--- src/rtl/mouse_pkg.sv ---
// mouse_pkg: FSM state enum, PS/2 command/response bytes and the expected-response lookup
package mouse_pkg;
  typedef enum logic [3:0] {
    S_INIT, S_SEND_FF, S_WAIT_FF_SENT, S_WAIT_FA_1, S_WAIT_AA, S_WAIT_ID, S_SEND_F4,
    S_WAIT_F4_SENT, S_WAIT_FA_2, S_RX_B1, S_RX_B2, S_RX_B3, S_PUBLISH
  } state_e;
  localparam logic [7:0] CMD_RESET  = 8'hFF;
  localparam logic [7:0] CMD_ENABLE = 8'hF4;
  localparam logic [7:0] RSP_ACK    = 8'hFA;
  localparam logic [7:0] RSP_BAT_OK = 8'hAA;
  localparam logic [7:0] RSP_ID     = 8'h00;
  function automatic logic [7:0] expected_rsp(state_e s);
    return (s == S_WAIT_AA) ? RSP_BAT_OK : (s == S_WAIT_ID) ? RSP_ID : RSP_ACK;
  endfunction
endpackage

--- src/rtl/mouse_master_sm_if.sv ---
// mouse_master_sm_if: transmitter/receiver handshake and packet outputs; master = FSM side, slave = PHY/consumer side
interface mouse_master_sm_if;
  logic       SEND_BYTE;
  logic [7:0] BYTE_TO_SEND;
  logic       BYTE_SENT;
  logic       READ_ENABLE;
  logic [7:0] BYTE_READ;
  logic [1:0] BYTE_ERROR_CODE;
  logic       BYTE_READY;
  logic [7:0] MOUSE_STATUS;
  logic [7:0] MOUSE_DX;
  logic [7:0] MOUSE_DY;
  logic       SEND_INTERRUPT;
  logic       INIT_DONE;
  modport master (
    output SEND_BYTE, BYTE_TO_SEND, READ_ENABLE, MOUSE_STATUS, MOUSE_DX, MOUSE_DY, SEND_INTERRUPT, INIT_DONE,
    input  BYTE_SENT, BYTE_READ, BYTE_ERROR_CODE, BYTE_READY
  );
  modport slave (
    input  SEND_BYTE, BYTE_TO_SEND, READ_ENABLE, MOUSE_STATUS, MOUSE_DX, MOUSE_DY, SEND_INTERRUPT, INIT_DONE,
    output BYTE_SENT, BYTE_READ, BYTE_ERROR_CODE, BYTE_READY
  );
endinterface

--- src/rtl/mouse_timeout_counter.sv ---
// mouse_timeout_counter: saturating dwell timer (clk, rst, clear, enable in; expired out when count hits LIMIT-1 while enabled)
module mouse_timeout_counter #(
  parameter int unsigned LIMIT = 5000000,
  parameter int unsigned W     = 23
) (
  input  logic clk,
  input  logic rst,
  input  logic clear,
  input  logic enable,
  output logic expired
);
  localparam logic [W-1:0] LAST = W'(LIMIT - 1);
  logic [W-1:0] count;
  always_ff @(posedge clk)
    if (rst || clear) count <= '0;
    else if (enable && count != LAST) count <= count + 1'b1;
  assign expired = enable && count == LAST;
endmodule

--- src/rtl/mouse_master_sm.sv ---
// mouse_master_sm: PS/2 mouse init (FF/FA/AA/00, F4/FA) and 3-byte packet streaming; CLK, RESET, bus (master modport)
module mouse_master_sm
  import mouse_pkg::*;
#(
  parameter int unsigned TIMEOUT_CYCLES = 5000000,
  parameter int unsigned TIMER_W        = 23
) (
  input  logic              CLK,
  input  logic              RESET,
  mouse_master_sm_if.master bus
);
  state_e     state, state_n;
  logic [7:0] byte_q, b1_q, b2_q, status_q, dx_q, dy_q;
  logic       expired, clean, rsp_ok, timed;
  assign clean  = bus.BYTE_ERROR_CODE == 2'b00;
  assign rsp_ok = clean && bus.BYTE_READ == expected_rsp(state);
  assign timed  = state inside {S_WAIT_FF_SENT, S_WAIT_FA_1, S_WAIT_AA, S_WAIT_ID, S_WAIT_F4_SENT,
                                S_WAIT_FA_2, S_RX_B2, S_RX_B3};
  always_comb begin
    state_n = state;
    case (state)
      S_INIT:         state_n = S_SEND_FF;
      S_SEND_FF:      state_n = S_WAIT_FF_SENT;
      S_WAIT_FF_SENT: state_n = bus.BYTE_SENT ? S_WAIT_FA_1 : expired ? S_SEND_FF : state;
      S_WAIT_FA_1:    state_n = bus.BYTE_READY ? (rsp_ok ? S_WAIT_AA : S_SEND_FF) : expired ? S_SEND_FF : state;
      S_WAIT_AA:      state_n = bus.BYTE_READY ? (rsp_ok ? S_WAIT_ID : S_SEND_FF) : expired ? S_SEND_FF : state;
      S_WAIT_ID:      state_n = bus.BYTE_READY ? (rsp_ok ? S_SEND_F4 : S_SEND_FF) : expired ? S_SEND_FF : state;
      S_SEND_F4:      state_n = S_WAIT_F4_SENT;
      S_WAIT_F4_SENT: state_n = bus.BYTE_SENT ? S_WAIT_FA_2 : expired ? S_SEND_FF : state;
      S_WAIT_FA_2:    state_n = bus.BYTE_READY ? (rsp_ok ? S_RX_B1 : S_SEND_FF) : expired ? S_SEND_FF : state;
      S_RX_B1:        state_n = (bus.BYTE_READY && clean && bus.BYTE_READ[3]) ? S_RX_B2 : state;
      S_RX_B2:        state_n = bus.BYTE_READY ? (clean ? S_RX_B3 : S_RX_B1) : expired ? S_RX_B1 : state;
      S_RX_B3:        state_n = bus.BYTE_READY ? (clean ? S_PUBLISH : S_RX_B1) : expired ? S_RX_B1 : state;
      S_PUBLISH:      state_n = S_RX_B1;
      default:        state_n = S_INIT;
    endcase
  end
  mouse_timeout_counter #(.LIMIT(TIMEOUT_CYCLES), .W(TIMER_W)) u_timer (
    .clk     (CLK),
    .rst     (RESET),
    .clear   (state_n != state),
    .enable  (timed),
    .expired (expired)
  );
  // The packet registers load on the edge into PUBLISH so they are already valid
  // during the SEND_INTERRUPT cycle; byte 3 is taken straight from the receiver.
  always_ff @(posedge CLK)
    if (RESET) begin
      state    <= S_INIT;
      byte_q   <= '0;
      b1_q     <= '0;
      b2_q     <= '0;
      status_q <= '0;
      dx_q     <= '0;
      dy_q     <= '0;
    end else begin
      state  <= state_n;
      byte_q <= (state_n == S_SEND_FF) ? CMD_RESET : (state_n == S_SEND_F4) ? CMD_ENABLE : byte_q;
      if (state == S_RX_B1 && state_n == S_RX_B2) b1_q <= bus.BYTE_READ;
      if (state == S_RX_B2 && state_n == S_RX_B3) b2_q <= bus.BYTE_READ;
      if (state == S_RX_B3 && state_n == S_PUBLISH) begin
        status_q <= b1_q;
        dx_q     <= b2_q;
        dy_q     <= bus.BYTE_READ;
      end
    end
  assign bus.SEND_BYTE      = state == S_SEND_FF || state == S_SEND_F4;
  assign bus.BYTE_TO_SEND   = byte_q;
  assign bus.READ_ENABLE    = state inside {S_WAIT_FA_1, S_WAIT_AA, S_WAIT_ID, S_WAIT_FA_2,
                                            S_RX_B1, S_RX_B2, S_RX_B3, S_PUBLISH};
  assign bus.INIT_DONE      = state inside {S_RX_B1, S_RX_B2, S_RX_B3, S_PUBLISH};
  assign bus.SEND_INTERRUPT = state == S_PUBLISH;
  assign bus.MOUSE_STATUS   = status_q;
  assign bus.MOUSE_DX       = dx_q;
  assign bus.MOUSE_DY       = dy_q;
endmodule
--- src/flat_wrapper.sv ---
// flat-port wrapper written by rule: the top's interface ports become plain ports
module mouse_master_sm_flat import mouse_pkg::*;
#(
  parameter int unsigned TIMEOUT_CYCLES = 5000000,
  parameter int unsigned TIMER_W        = 23
)
  (CLK, RESET, bus_SEND_BYTE, bus_BYTE_TO_SEND, bus_READ_ENABLE, bus_MOUSE_STATUS, bus_MOUSE_DX, bus_MOUSE_DY, bus_SEND_INTERRUPT, bus_INIT_DONE, bus_BYTE_SENT, bus_BYTE_READ, bus_BYTE_ERROR_CODE, bus_BYTE_READY);
  mouse_master_sm_if bus_i ();
  input  logic CLK;
  input  logic RESET;
  output wire logic [$bits(bus_i.SEND_BYTE)-1:0] bus_SEND_BYTE;
  output wire logic [$bits(bus_i.BYTE_TO_SEND)-1:0] bus_BYTE_TO_SEND;
  output wire logic [$bits(bus_i.READ_ENABLE)-1:0] bus_READ_ENABLE;
  output wire logic [$bits(bus_i.MOUSE_STATUS)-1:0] bus_MOUSE_STATUS;
  output wire logic [$bits(bus_i.MOUSE_DX)-1:0] bus_MOUSE_DX;
  output wire logic [$bits(bus_i.MOUSE_DY)-1:0] bus_MOUSE_DY;
  output wire logic [$bits(bus_i.SEND_INTERRUPT)-1:0] bus_SEND_INTERRUPT;
  output wire logic [$bits(bus_i.INIT_DONE)-1:0] bus_INIT_DONE;
  input wire logic [$bits(bus_i.BYTE_SENT)-1:0] bus_BYTE_SENT;
  input wire logic [$bits(bus_i.BYTE_READ)-1:0] bus_BYTE_READ;
  input wire logic [$bits(bus_i.BYTE_ERROR_CODE)-1:0] bus_BYTE_ERROR_CODE;
  input wire logic [$bits(bus_i.BYTE_READY)-1:0] bus_BYTE_READY;
  assign bus_SEND_BYTE = bus_i.SEND_BYTE;
  assign bus_BYTE_TO_SEND = bus_i.BYTE_TO_SEND;
  assign bus_READ_ENABLE = bus_i.READ_ENABLE;
  assign bus_MOUSE_STATUS = bus_i.MOUSE_STATUS;
  assign bus_MOUSE_DX = bus_i.MOUSE_DX;
  assign bus_MOUSE_DY = bus_i.MOUSE_DY;
  assign bus_SEND_INTERRUPT = bus_i.SEND_INTERRUPT;
  assign bus_INIT_DONE = bus_i.INIT_DONE;
  assign bus_i.BYTE_SENT = bus_BYTE_SENT;
  assign bus_i.BYTE_READ = bus_BYTE_READ;
  assign bus_i.BYTE_ERROR_CODE = bus_BYTE_ERROR_CODE;
  assign bus_i.BYTE_READY = bus_BYTE_READY;
  mouse_master_sm #(.TIMEOUT_CYCLES(TIMEOUT_CYCLES), .TIMER_W(TIMER_W)) u_core (.CLK(CLK), .RESET(RESET), .bus(bus_i));
endmodule
--- config.mk ---
export PLATFORM = sky130hd
export DESIGN_NAME = mouse_master_sm_flat
export DESIGN_NICKNAME = d
export VERILOG_FILES = /design/src/rtl/mouse_pkg.sv /design/src/rtl/mouse_master_sm_if.sv /design/src/rtl/mouse_timeout_counter.sv /design/src/rtl/mouse_master_sm.sv /design/src/flat_wrapper.sv
export SDC_FILE = /design/constraint.sdc
export NUM_CORES = 1
export LEC_CHECK = 0
export CAP_MARGIN = 40
export CORE_MARGIN = 3
export CORE_UTILIZATION = 58
export CTS_CLUSTER_DIAMETER = 200
export DETAILED_ROUTE_END_ITERATION = 16
export GPL_TIMING_DRIVEN = 0
export PLACE_DENSITY = 0.85
export REMOVE_ABC_BUFFERS = 1
export SYNTH_ARGS = -nofsm -noshare
export SYNTH_HDL_FRONTEND = slang
export SYNTH_SLANG_ARGS = --single-unit
export TNS_END_PERCENT = 100
--- constraint.sdc ---
create_clock -name CLK -period 6.4 [get_ports CLK]
set_input_delay 0.96 -clock CLK [delete_from_list [all_inputs] [get_ports CLK]]
set_output_delay 0.96 -clock CLK [all_outputs]
set_load 0.01 [all_outputs]
== Word-level counts from Yosys, hierarchy flattened ==
Index checks and enable logic that the tools add are counted.
W data, S select, Z words.
Cells by class
  $add $sub $neg: 1
  div/mod/pow operators: 0
  multipliers: 0
  bitwise operators: 0
  magnitude comparators: 0
  multiplexer cells: 22
  reductions and logical operators: 16
  eq/ne operators: 21
  shift-type cells: 0
Operator list (count)
  $pmux W4 S13: 1
  $mux W4: 12
  $eq A4 B4 Y1 const B: 8
  $mux W8: 4
  $add A23 B1 Y23 const B: 1
  $eq A23 B23 Y1 const B: 1
  $ne A23 B23 Y1 const B: 1
  $eq A4 B3 Y1 const B: 5
  $reduce_bool A8 Y1: 2
  $mux W3: 4
  $eq A4 B1 Y1 const B: 2
  $eq A4 B2 Y1 const B: 2
  $eq A8 B8 Y1: 1
  $logic_and A1 B1 Y1: 8
  $logic_not A4 Y1: 1
  $ne A4 B4 Y1: 1
  $reduce_bool A4 Y1: 1
  $logic_not A2 Y1: 1
  $logic_or A1 B1 Y1: 2
  $mux W2: 1
  $reduce_bool A2 Y1: 1
Storage, ports and cells
  logic and storage cells: 68
  bits in latches: 0
  input bits: 14
  register bits: 75
  output and inout port bits: 36
  memories kept: 0
  memory bits (writable): 0
  ROM bits: 0

== Depth between registers and ports, before layout ==
Gate-level depths: netlist (run 1).
  depth after elaboration: 11
  mapped depth: 10
  mapped depth without buffers: 8

== Cells and area by module ==
Synthesis (run 1) repeated with hierarchy kept, for this count alone.
Unflattened totals
  cell total of the unflattened synthesis: 405
  area, all modules: 3400.8 µm²
By module, submodules not included
  mouse_master_sm: area each 2207.1 µm², cells an instance 270, times used 1, sequential area each 920.9 µm²
  mouse_timeout_counter: area each 1193.6 µm², cells an instance 135, times used 1, sequential area each 460.4 µm²

== Least setup slack after synthesis (run 1) ==
OpenSTA, ideal clock, no wires.
  path kind: input to register
  start point: in bus_BYTE_READ[0]
  end point: reg u_core.u_timer.count[15]
  path buffers: 1
  setup time: 0.115 ns
  cell stages on the path: 8
  setup slack: 3.534 ns
  arrival: 2.751 ns
  required time: 6.285 ns
  cell sequence: or4_1 a211oi_2 o22ai_2 a221oi_2 a21oi_1 o2111ai_4 buf_6 nor2_2
Between the ends
  cells in the longest elaborated chain, start to end: 7
  elaborated cells on any way between the ends: 13
  classes of those cells: 2 x eq/ne; 9 x mux; 2 x reduce/logical
Ends and longest elaborated chain
  start, declared: RTL line flat_wrapper.sv:20  | input wire logic [$bits(bus_i.BYTE_READ)-1:0] bus_BYTE_READ;
  $eq A8 B8 Y1 *: RTL line mouse_master_sm.sv:16  | assign rsp_ok = clean && bus.BYTE_READ == expected_rsp(state);
  $logic_and A1 B1 Y1 *: RTL line mouse_master_sm.sv:16
  $mux W3, or another cell as far along: RTL line mouse_master_sm.sv:27  | S_WAIT_ID: state_n = bus.BYTE_READY ? (rsp_ok ? S_SEND_F4 : S_SEND_FF) : expired ? S_SEND_FF : state;
  $mux W4, on equally long branches
  $pmux W4 S13 *: RTL line mouse_master_sm.sv:21  | case (state)
  $ne A4 B4 Y1 *: RTL line mouse_master_sm.sv:41  | .clear (state_n != state),
  $logic_or A1 B1 Y1 *: RTL line mouse_timeout_counter.sv:15  | if (rst || clear) count <= '0;
  end signal, assigned: RTL line mouse_timeout_counter.sv:16  | else if (enable && count != LAST) count <= count + 1'b1;
  end, declared: RTL line mouse_timeout_counter.sv:13  | logic [W-1:0] count;
Every way passes the cells marked *; elsewhere a longest branch is shown, timed or not.
A chain may end at the register's enable or synchronous reset.

== Worst setup path after layout (run 1) ==
  start point: in bus_BYTE_READY
  end point: reg u_core.u_timer.count[3]
Between the ends
  cells in the longest elaborated chain, start to end: 6
  elaborated cells on any way between the ends: 12
  classes of those cells: 1 x eq/ne; 8 x mux; 3 x reduce/logical
Ends and longest elaborated chain
  start, declared: RTL line flat_wrapper.sv:22  | input wire logic [$bits(bus_i.BYTE_READY)-1:0] bus_BYTE_READY;
  $logic_and A1 B1 Y1 (2 in series): RTL line mouse_master_sm.sv:31  | S_RX_B1: state_n = (bus.BYTE_READY && clean && bus.BYTE_READ[3]) ? S_RX_B2 : state;
  $mux W4: RTL line mouse_master_sm.sv:31
  $pmux W4 S13 *: RTL line mouse_master_sm.sv:21
  $ne A4 B4 Y1 *: RTL line mouse_master_sm.sv:41
  $logic_or A1 B1 Y1 *: RTL line mouse_timeout_counter.sv:15
Marked as above.

==> impl_results.md, run 1 <==
- Register area share after synthesis: 41.2%
- Placer congestion estimate: 0.908
- Worst slack, placed: 2.53 ns
- Total Nets Final: 460
- Mean Syn Cell Area: 8.14 sq um
- Fin crit period: 3.54 ns
- Combinational share of power: 11.7%
- Grt ovf: 0
- Met2 GRT Util: 40.1%
- Row count: 27
- Post CTS Setup Buffer Count: 0
- Initial Util: 60.5%
- Critical path arrival: 3.73 ns
- Post-synthesis async set-or-reset flop share: 0%
- Most Crowded Layer GR: met2
- Max Freq: 0.283 GHz
- Synthesized instance count: 412
- Peak per-stage delay on the critical path: 0.58 ns
- Area Growth Syn to Fin: 19.0%
- I/O Buffers: 49
- Final core utilization: 72.0%
- EDFF count, synth: 0
- DIE WIDTH: 82.0 um
- Design area: 3990 sq um
- Mapped Area: 3350 sq um
- Total CTS buffers: 9
- Commonest non-fill, non-tap cells in the layout: 80 x nand2_1, 69 x dfxtp_1, 48 x a21oi_1, 48 x clkdlybuf4s50_1, 38 x nor2_1
- Int Pwr: 0.675 mW
- Share of cells above drive strength 1: 9.35%
- Core ar.: 5540 sq um
- Met3 Use GR: 5.81%
- Clock network fraction of total power: 39.0%
- Max stage delay cell, worst path: clkdlybuf4s50_1
- Least-Margin Pin Slew: 0.829 ns
- DRC Markers: 0
- Final Max Tran Viols: 0
- Critical Path Start Type: input port
- Clock root cell: clkbuf_8
- Synth Register Bits: 69
- DPL Wire Length: 5300 um
- Met1 usage: 29.4%
- Final Cycle Share: 55.2%
- Crit path buf inv count: 1
- Area of the die: 6730 sq um
- # resized after CTS: 0
- Switching Fraction: 25.9%
- Die height: 82.0 um
- Via Count: 2978
- CTS clk-pin slew, worst paths: 0.08 ns
- Clk_lat worst skew: 0.35 ns
- Pwr dens: 228 nW/um^2
- Min-Delay Path Class: reg2reg
- DRT Pass-1 Iters: 4
- Cell Count, Final, Fillers Out: 521
- Seq pwr share: 49.3%
- Antenna viol nets, final: 0
- Setup CP Type: in2reg
- Initial antenna violation count: 0
- DP Area: 3790 sq um
- RSZ-0062 raised after global routing: no
- GRT Total Usage: 23.8%
- Rel. slew slack: 44.8%
- CP dominant cell by count: nor2_1
- Cell variety after synth: 54
- DR WL/cell: 14.7 um
- Critical Path RT: 6.60 ns
- Worst setup path start: bus_BYTE_READY
- CTS Sinks: 69
- Most used flip-flop cell after synthesis: dfxtp_1
- R2R Path End: u_core.u_timer.count[3]
- CTS Buffer Depth: 2
- FILL cells: 461
- Reg2Reg Depth: 7
- Peak supply drop: 0.000140 V
- Detailed Route WL: 7640 um
- Pin count of the biggest net entering global routing: 48
- Diode count: 0
- CP endpoint: u_core.u_timer.count[3]
- Leading cell type in the layout, fill and taps excluded: nand2_1
- Leak pwr: 1.27 nW
- WP depth: 8
- I/O Pins: 50
- Clock skew: 0.00919 ns
- R2R setup slack: 3.24 ns
- Vias in the first global route: 2683
- H-Tree Depth: 3
- TritonCTS clock tree: done
- Final hold vios: 0
- Yosys warns: 0
- DP Cell Count: 506
- Worst setup margin: 2.86 ns
- Vias per cell: 5.72
- Reg-to-reg startpoint: u_core.state[0]
- Cells along the critical path: clkdlybuf4s50_1 -> or3b_2 -> nor2_1 -> a21oi_1 -> and2_1 -> o221a_2 -> o2111ai_4 -> nor2_1
- First-pass GRT wire length: 12300 um
- Synth top area share: 41.2%
- Iteration-0 DRC Markers: 267
- Worst Setup End Kind: flop
- Final setup TNS: 0 ns
- Status: complete, no violations
- Critical path's top delay family: simple AND/OR/NAND/NOR gates
- Max cap viols: 0
- # hold bufs at CTS: 0
- Synth top area cells: dfxtp_1 41%, nand2_1 9.0%, a21oi_1 7.2%, nor2_1 4.3%, xor2_1 3.7%
- Crit path max fanout: 23
- Final setup fails: 0
- Largest area contributor in the netlist: dfxtp_1
- Net switching power: 0.236 mW
==> synth_stat cells (3+ instances only) <==
cell type  number
or3b_2          3
nand3_1        12
a21oi_1        48
nand2_1        80
nand3b_1        5
nor3_1          7
or4_1           3
nor2_2         11
clkbuf_1       16
nor4b_1         4
o21ai_0         9
dfxtp_1        69
nor3b_1         3
buf_4           6
xnor2_1         9
nor4bb_1        3
buf_6           3
mux2i_1         9
and3_1          4
nor2b_1         5
nor2_1         38
nand4_1         9
inv_1           3
xor2_1         14
==> flip-flops by register name, summed over array words and instances, names as in the netlist <==
register                 count
u_core.bus.MOUSE_DX          8
u_core.bus.BYTE_TO_SEND      2
u_core.b1_q                  8
u_core.bus.MOUSE_STATUS      8
u_core.bus.MOUSE_DY          8
u_core.b2_q                  8
u_core.u_timer.count        23
u_core.state                 4
==> worst reg2reg max path, stage by stage, from the launching register on <==
cell,delay (ns)
dfxtp_1,0.74
clkinv_1,0.42
a21oi_1,0.50
nand2_1,0.14
a221oi_2,0.30
a21oi_1,0.15
o2111ai_4,0.65
nor2_1,0.12
==> kinds of logic after synthesis <==
family / after synthesis / synth area share [%]
AOI/OAI and AO/OA: 77 / 14.6
xor gates and xnor gates: 23 / 6.01
adders and majority gates: 1 / 0.373
buffers and inverters: 32 / 5.00
DFF: 69 / 41.2
muxes: 9 / 2.69
and+or+nand+nor: 201 / 30.1
==> power groups by stage <==
stage | logic (mW) | clock network (mW) | registers [mW]
global placement | 0.105 | 0 | 0.457
CTS | 0.107 | 0.360 | 0.448
global route | 0.116 | 0.380 | 0.450
floorplan | 0.0468 | 0 | 0.461
finish | 0.107 | 0.355 | 0.448
detailed placement | 0.106 | 0 | 0.458
==> per-layer routing <==
metal  vias to the layer above  wire length, um  part of all wire [%]
li1                       1486                -                     -
met5                         -                0                     0
met2                       106             3680                    48
met1                      1372             3330                    44
met3                        14              505                   6.6
met4                         0              129                   1.7
==> metrics by stage <==
stage / hold slack, ns / power (mW)
2_1_floorplan: 0.425 / 0.508
3_3_place_gp: 0.436 / 0.562
3_5_place_dp: 0.445 / 0.564
4_1_cts: 0.456 / 0.916
5_1_grt: 0.472 / 0.945
6_report: 0.454 / 0.910
==> cell type report <==
| type | count | area (sq um) | share of cell area, % |
|---|---|---|---|
| clock buffer | 10 | 138 | 3.45 |
| clock inverter | 5 | 60.1 | 1.51 |
| inverter | 4 | 15.0 | 0.377 |
| multi-input combinational | 311 | 1800 | 45.2 |
| sequential | 69 | 1380 | 34.6 |
| tap | 72 | 90.1 | 2.26 |
| timing repair buffer | 50 | 500 | 12.6 |
==> worst min-delay path by stage <==
stage,startpoint,to,slack [ns],cells past startpoint
finish,u_core.b1_q[7],u_core.bus.MOUSE_STATUS[7],0.45,2
global route,u_core.b2_q[6],u_core.bus.MOUSE_DX[6],0.47,2
CTS,u_core.b2_q[0],u_core.bus.MOUSE_DX[0],0.46,2
detailed placement,u_core.b2_q[0],u_core.bus.MOUSE_DX[0],0.45,2
global placement,u_core.b1_q[4],u_core.bus.MOUSE_STATUS[4],0.44,2
floorplan,u_core.b1_q[0],u_core.bus.MOUSE_STATUS[0],0.43,2
Note: power is estimated with default switching activity, not from simulation.
==> run 2: changes to the inputs <==
Settings changed: CORE_UTILIZATION 58 to 54, PLACE_DENSITY 0.85 to 0.8.
Clock period 6.4 ns to 3.4 ns, I/O delays scaled along.
==> run 2 against run 1 <==
Net effect:
- final cell count up 0.77%
- hold slack worse by 0.0049 ns
- combinational power up 88%
- critical path depth unchanged
- core utilization down 4.6 points
- largest cell class unchanged
- flip-flop and latch count unchanged
- clock skew down 0.0027 ns
- final area up 0.69%
- sequential share of layout area down 0.18 points
- critical path type unchanged
- highest routed layer unchanged
==> impl_results.md, run 2 (same netlist as run 1, synthesis figures left out) <==
- Final setup fails: 0
- Post CTS Setup Buffer Count: 0
- Status: complete, no violations
- Worst Setup End Kind: flop
- Final core utilization: 67.4%
- Max Freq: 0.320 GHz
- Clock skew: 0.00647 ns
- R2R setup slack: 0.41 ns
- Peak supply drop: 0.000229 V
- CTS Sinks: 69
- Pin count of the biggest net entering global routing: 48
- DRC Markers: 0
- H-Tree Depth: 3
- Register name with the most flops: u_core.u_timer.count
- Final Cycle Share: 91.8%
- CTS clk-pin slew, worst paths: 0.08 ns
- Core ar.: 5960 sq um
- Cell Count, Final, Fillers Out: 525
- TritonCTS clock tree: done
- Via Count: 2974
- Max cap viols: 0
- Clock root cell: clkbuf_8
- FILL cells: 482
- Area Growth Syn to Fin: 19.8%
- Setup CP Type: in2reg
- Diode count: 0
- CTS Buffer Depth: 2
- DPL Wire Length: 5210 um
- Vias per cell: 5.66
- WHS: 0.449 ns
- Register Area: 1380 sq um
- Min-Delay Path Class: reg2reg
- Clk_lat worst skew: 0.35 ns
- Grt ovf: 0
- Detailed Route WL: 7440 um
- Area of the die: 7190 sq um
- Pwr dens: 432 nW/um^2
- Initial antenna violation count: 0
- Cells along the critical path: clkdlybuf4s50_1 -> nor3b_1 -> and4_1 -> o22ai_2 -> a221oi_2 -> a21oi_1 -> o2111ai_4 -> nor2_1
- Die height: 84.8 um
- Max stage delay cell, worst path: o2111ai_4
- Critical path arrival: 3.33 ns
- DR WL/cell: 14.2 um
- Critical Path RT: 3.61 ns
- First-pass GRT wire length: 12800 um
- Row count: 28
- DRT Pass-1 Iters: 5
- Antenna viol nets, final: 0
- # hold bufs at CTS: 0
- Crit path max fanout: 23
- Fin crit period: 3.12 ns
- Iteration-0 DRC Markers: 194
- Initial Util: 56.3%
- GRT Total Usage: 21.7%
- Vias in the first global route: 2842
- Share of cells above drive strength 1: 10.0%
- Leading cell type in the layout, fill and taps excluded: nand2_1
- Total CTS buffers: 9
- DP Cell Count: 509
- Final hold vios: 0
- # resized after CTS: 0
- Max reg flops: 23
- I/O Pins: 50
- Least-Margin Pin Slew: 0.845 ns
- Peak per-stage delay on the critical path: 0.64 ns
- RSZ-0062 raised after global routing: no
- Critical Path Start Type: input port
- Area of the multi-input gates: 1800 sq um
- Reg2Reg Depth: 7
- DIE WIDTH: 84.8 um
- Total Nets Final: 460
- I/O Buffers: 49
- Leak pwr: 1.28 nW
- Final Max Tran Viols: 0
- Hold-critical path depth: 2
- Rel. slew slack: 43.6%
- Power Total: 1.74 mW
- Placer congestion estimate: 0.912
- Commonest non-fill, non-tap cells in the layout: 80 x nand2_1, 67 x dfxtp_1, 48 x a21oi_1, 48 x clkdlybuf4s50_1, 38 x nor2_1
## run 2: area by class of cell
type / instances / area share [%]
clock inverter: 7 / 2.06
inverter: 4 / 0.374
timing repair buffer: 50 / 12.8
multi-input combinational: 311 / 44.9
tap: 75 / 2.34
clock buffer: 9 / 3.09
sequential: 69 / 34.5
## run 2: stage by stage
step | setup TNS, ns | area [sq um] | worst slack (ns)
6_report | 0 | 4020 | 0.278
5_1_grt | 0 | 4020 | 0.0297
4_1_cts | 0 | 4010 | 0.262
3_5_place_dp | -0.896 | 3810 | -0.0705
3_3_place_gp | -6.56 | 3780 | -0.403
2_1_floorplan | 0 | 3200 | 0.723
## run 2: worst max-delay path: cells and delay by family
| kind | cells | cell delay, ns |
|---|---|---|
| buffers and inverters | 1 | 0.58 |
| and+or+nand+nor | 3 | 1.00 |
| AOI/OAI and AO/OA | 4 | 1.21 |
## run 2: layer usage
layer  track usage [%]  routed length [um]  vias to the layer above
li1                  -                   -                     1476
met1              27.4                3350                     1398
met2              35.7                3570                       87
met3              3.63                 379                       13
met4              10.5                 144                        0
met5                 0                   0                        -
## run 2: final timing paths
path	startpoint	to
hold / removal	u_core.b1_q[5]	u_core.bus.MOUSE_STATUS[5]
setup reg to reg	u_core.state[1]	u_core.u_timer.count[22]
hold reg to reg	u_core.b1_q[5]	u_core.bus.MOUSE_STATUS[5]
setup / recovery	bus_BYTE_READY	u_core.u_timer.count[22]
## run 2: power by group
part	switching, mW	total [mW]	internal (mW)
logic	0.106	0.201	0.0951
clock network	0.341	0.690	0.350
registers	0.0264	0.844	0.818
total	0.473	1.74	1.26
==> run 3: changes to the inputs <==
Settings changed: CAP_MARGIN 40 to unset, PLACE_DENSITY 0.8 to 0.81.
==> run 3 against run 2 <==
Net effect:
- sequential power hardly changed
- non-clock buffer count fell by 1
- maximum frequency fell by 0.70%
- sequential share of layout area rose by 0.51 points
- wire length grew 2.0%
- clock-buffer cell count grew 1
==> impl_results.md, run 3 (same netlist as run 1, synthesis figures left out) <==
- Status: complete, no violations
- Leak pwr: 1.25 nW
- I/O Pins: 50
- Diode count: 0
- Core ar.: 5960 sq um
- DRC Markers: 0
- I/O Buffers: 49
- Crit path max fanout: 23
- Leading cell type in the layout, fill and taps excluded: nand2_1
- Max cap viols: 0
- FILL cells: 513
- Clk_lat worst skew: 0.35 ns
- R2R setup slack: 0.32 ns
- Worst setup path start: bus_BYTE_READY
- R2R Path End: u_core.u_timer.count[6]
- Area of the die: 7190 sq um
- # hold bufs at CTS: 0
- DPL Wire Length: 5230 um
- Max Freq: 0.318 GHz
- Final hold vios: 0
- Commonest non-fill, non-tap cells in the layout: 80 x nand2_1, 67 x dfxtp_1, 48 x a21oi_1, 48 x clkdlybuf4s50_1, 37 x nor2_1
- DR WL/cell: 14.5 um
- Hold-critical path depth: 2
- Share of cells above drive strength 1: 10.0%
- DR WL met3: 396 um
- Max reg flops: 23
- Via Count: 2935
- Rel. slew slack: 44.7%
- Switching Fraction: 27.4%
- Critical Path RT: 3.59 ns
- Clock skew: 0.00963 ns
- Reg2Reg Depth: 7
- Met2 WL: 3760 um
- Peak supply drop: 0.000296 V
- Int Pwr: 1.18 mW
- Initial Util: 56.3%
- Clock root cell: clkbuf_8
- Grt ovf: 0
- Combinational share of power: 12.4%
- Total Nets Final: 459
- Final Cycle Share: 92.5%
- Critical path arrival: 3.33 ns
- CTS Sinks: 69
- Power Total: 1.62 mW
- Initial antenna violation count: 0
- Final setup fails: 0
- CTS clk-pin slew, worst paths: 0.07 ns
- Min-Delay Path Class: reg2reg
- Worst slack, placed: -0.409 ns
- TritonCTS clock tree: done
- Antenna viol nets, final: 0
- Fin crit period: 3.14 ns
- Detailed Route WL: 7590 um
- Placer congestion estimate: 0.856
- Met1 wire length: 3290 um
- Final core utilization: 66.4%
- Total CTS buffers: 9
- Critical Path Start Type: input port
- RSZ-0062 raised after global routing: no
- Register name with the most flops: u_core.u_timer.count
- Die height: 84.8 um
- Seq pwr share: 52.2%
- Vias in the first global route: 2782
- Reg-to-reg startpoint: u_core.state[1]
- DP Area: 3780 sq um
- Net switching power: 0.444 mW
- Vias per cell: 5.60
- Setup CP Type: in2reg
- Area Growth Syn to Fin: 18.0%
- Iteration-0 DRC Markers: 226
- Clock network fraction of total power: 35.4%
- Final Max Tran Viols: 0
- CTS Buffer Depth: 2
- H-Tree Depth: 3
- First-pass GRT wire length: 12500 um
- Pin count of the biggest net entering global routing: 48
- Least-Margin Pin Slew: 0.829 ns
- Uppermost layer routed: met4
- DRT Pass-1 Iters: 4
- Hold Crit Start: u_core.bus.MOUSE_DX[2]
- Worst Setup End Kind: flop
- Worst Hold End: u_core.bus.MOUSE_DX[2]
- Worst setup margin: 0.256 ns
- GRT Total Usage: 21.3%
- DIE WIDTH: 84.8 um
- Post CTS Setup Buffer Count: 0
- Row count: 28
- Pwr dens: 410 nW/um^2
- Design area: 3960 sq um
## run 3: critical path, stage by stage
cell	delay, ns
clkdlybuf4s50_1	0.60
or3b_2	0.54
a211oi_2	0.22
o22ai_2	0.16
a221oi_2	0.34
a21oi_1	0.16
o2111ai_4	0.65
nor2_1	0.15
## run 3: area by class of cell
cell class	count	area, sq um	area share [%]
inverter	4	15.0	0.380
sequential	69	1380	35.0
clock buffer	10	128	3.23
clock inverter	6	40.0	1.01
timing repair buffer	49	485	12.3
tap	75	93.8	2.37
multi-input combinational	311	1810	45.8
## run 3: per-layer routing
layer,vias to the layer above,track usage (%)
li1,1474,-
met1,1366,25.5
met2,79,37.5
met3,16,3.43
met4,0,8.92
met5,-,0
## run 3: worst max-delay path by stage
stage,end,slack [ns],depth (start not counted)
6_report,u_core.u_timer.count[6],0.26,8
5_1_grt,u_core.u_timer.count[6],0.02,8
4_1_cts,u_core.u_timer.count[6],0.19,7
3_5_place_dp,u_core.bus.BYTE_TO_SEND[6],-0.41,6
3_3_place_gp,u_core.bus.BYTE_TO_SEND[6],-0.45,6
2_1_floorplan,u_core.u_timer.count[0],0.72,7
## run 3: power by group through the flow
stage	combinational (mW)	clock, mW	sequential [mW]
3_5_place_dp	0.199	0	0.863
5_1_grt	0.217	0.615	0.849
4_1_cts	0.201	0.580	0.845
3_3_place_gp	0.197	0	0.861
6_report	0.201	0.574	0.846
2_1_floorplan	0.0880	0	0.869
## run 3: per-stage QoR
step | hold slack, ns | cells | TNS (ns)
floorplan | 0.425 | 384 | 0
detailed placement | 0.443 | 508 | -7.86
CTS | 0.454 | 524 | 0
global placement | 0.437 | 508 | -7.80
finish | 0.452 | 524 | 0
global route | 0.467 | 524 | 0
## run 3: timing repair
item                                    4_1_cts  5_1_grt
hold endpoints to repair                      0        0
gates resized for setup                       1        3
endpoints found under the setup margin        2        2
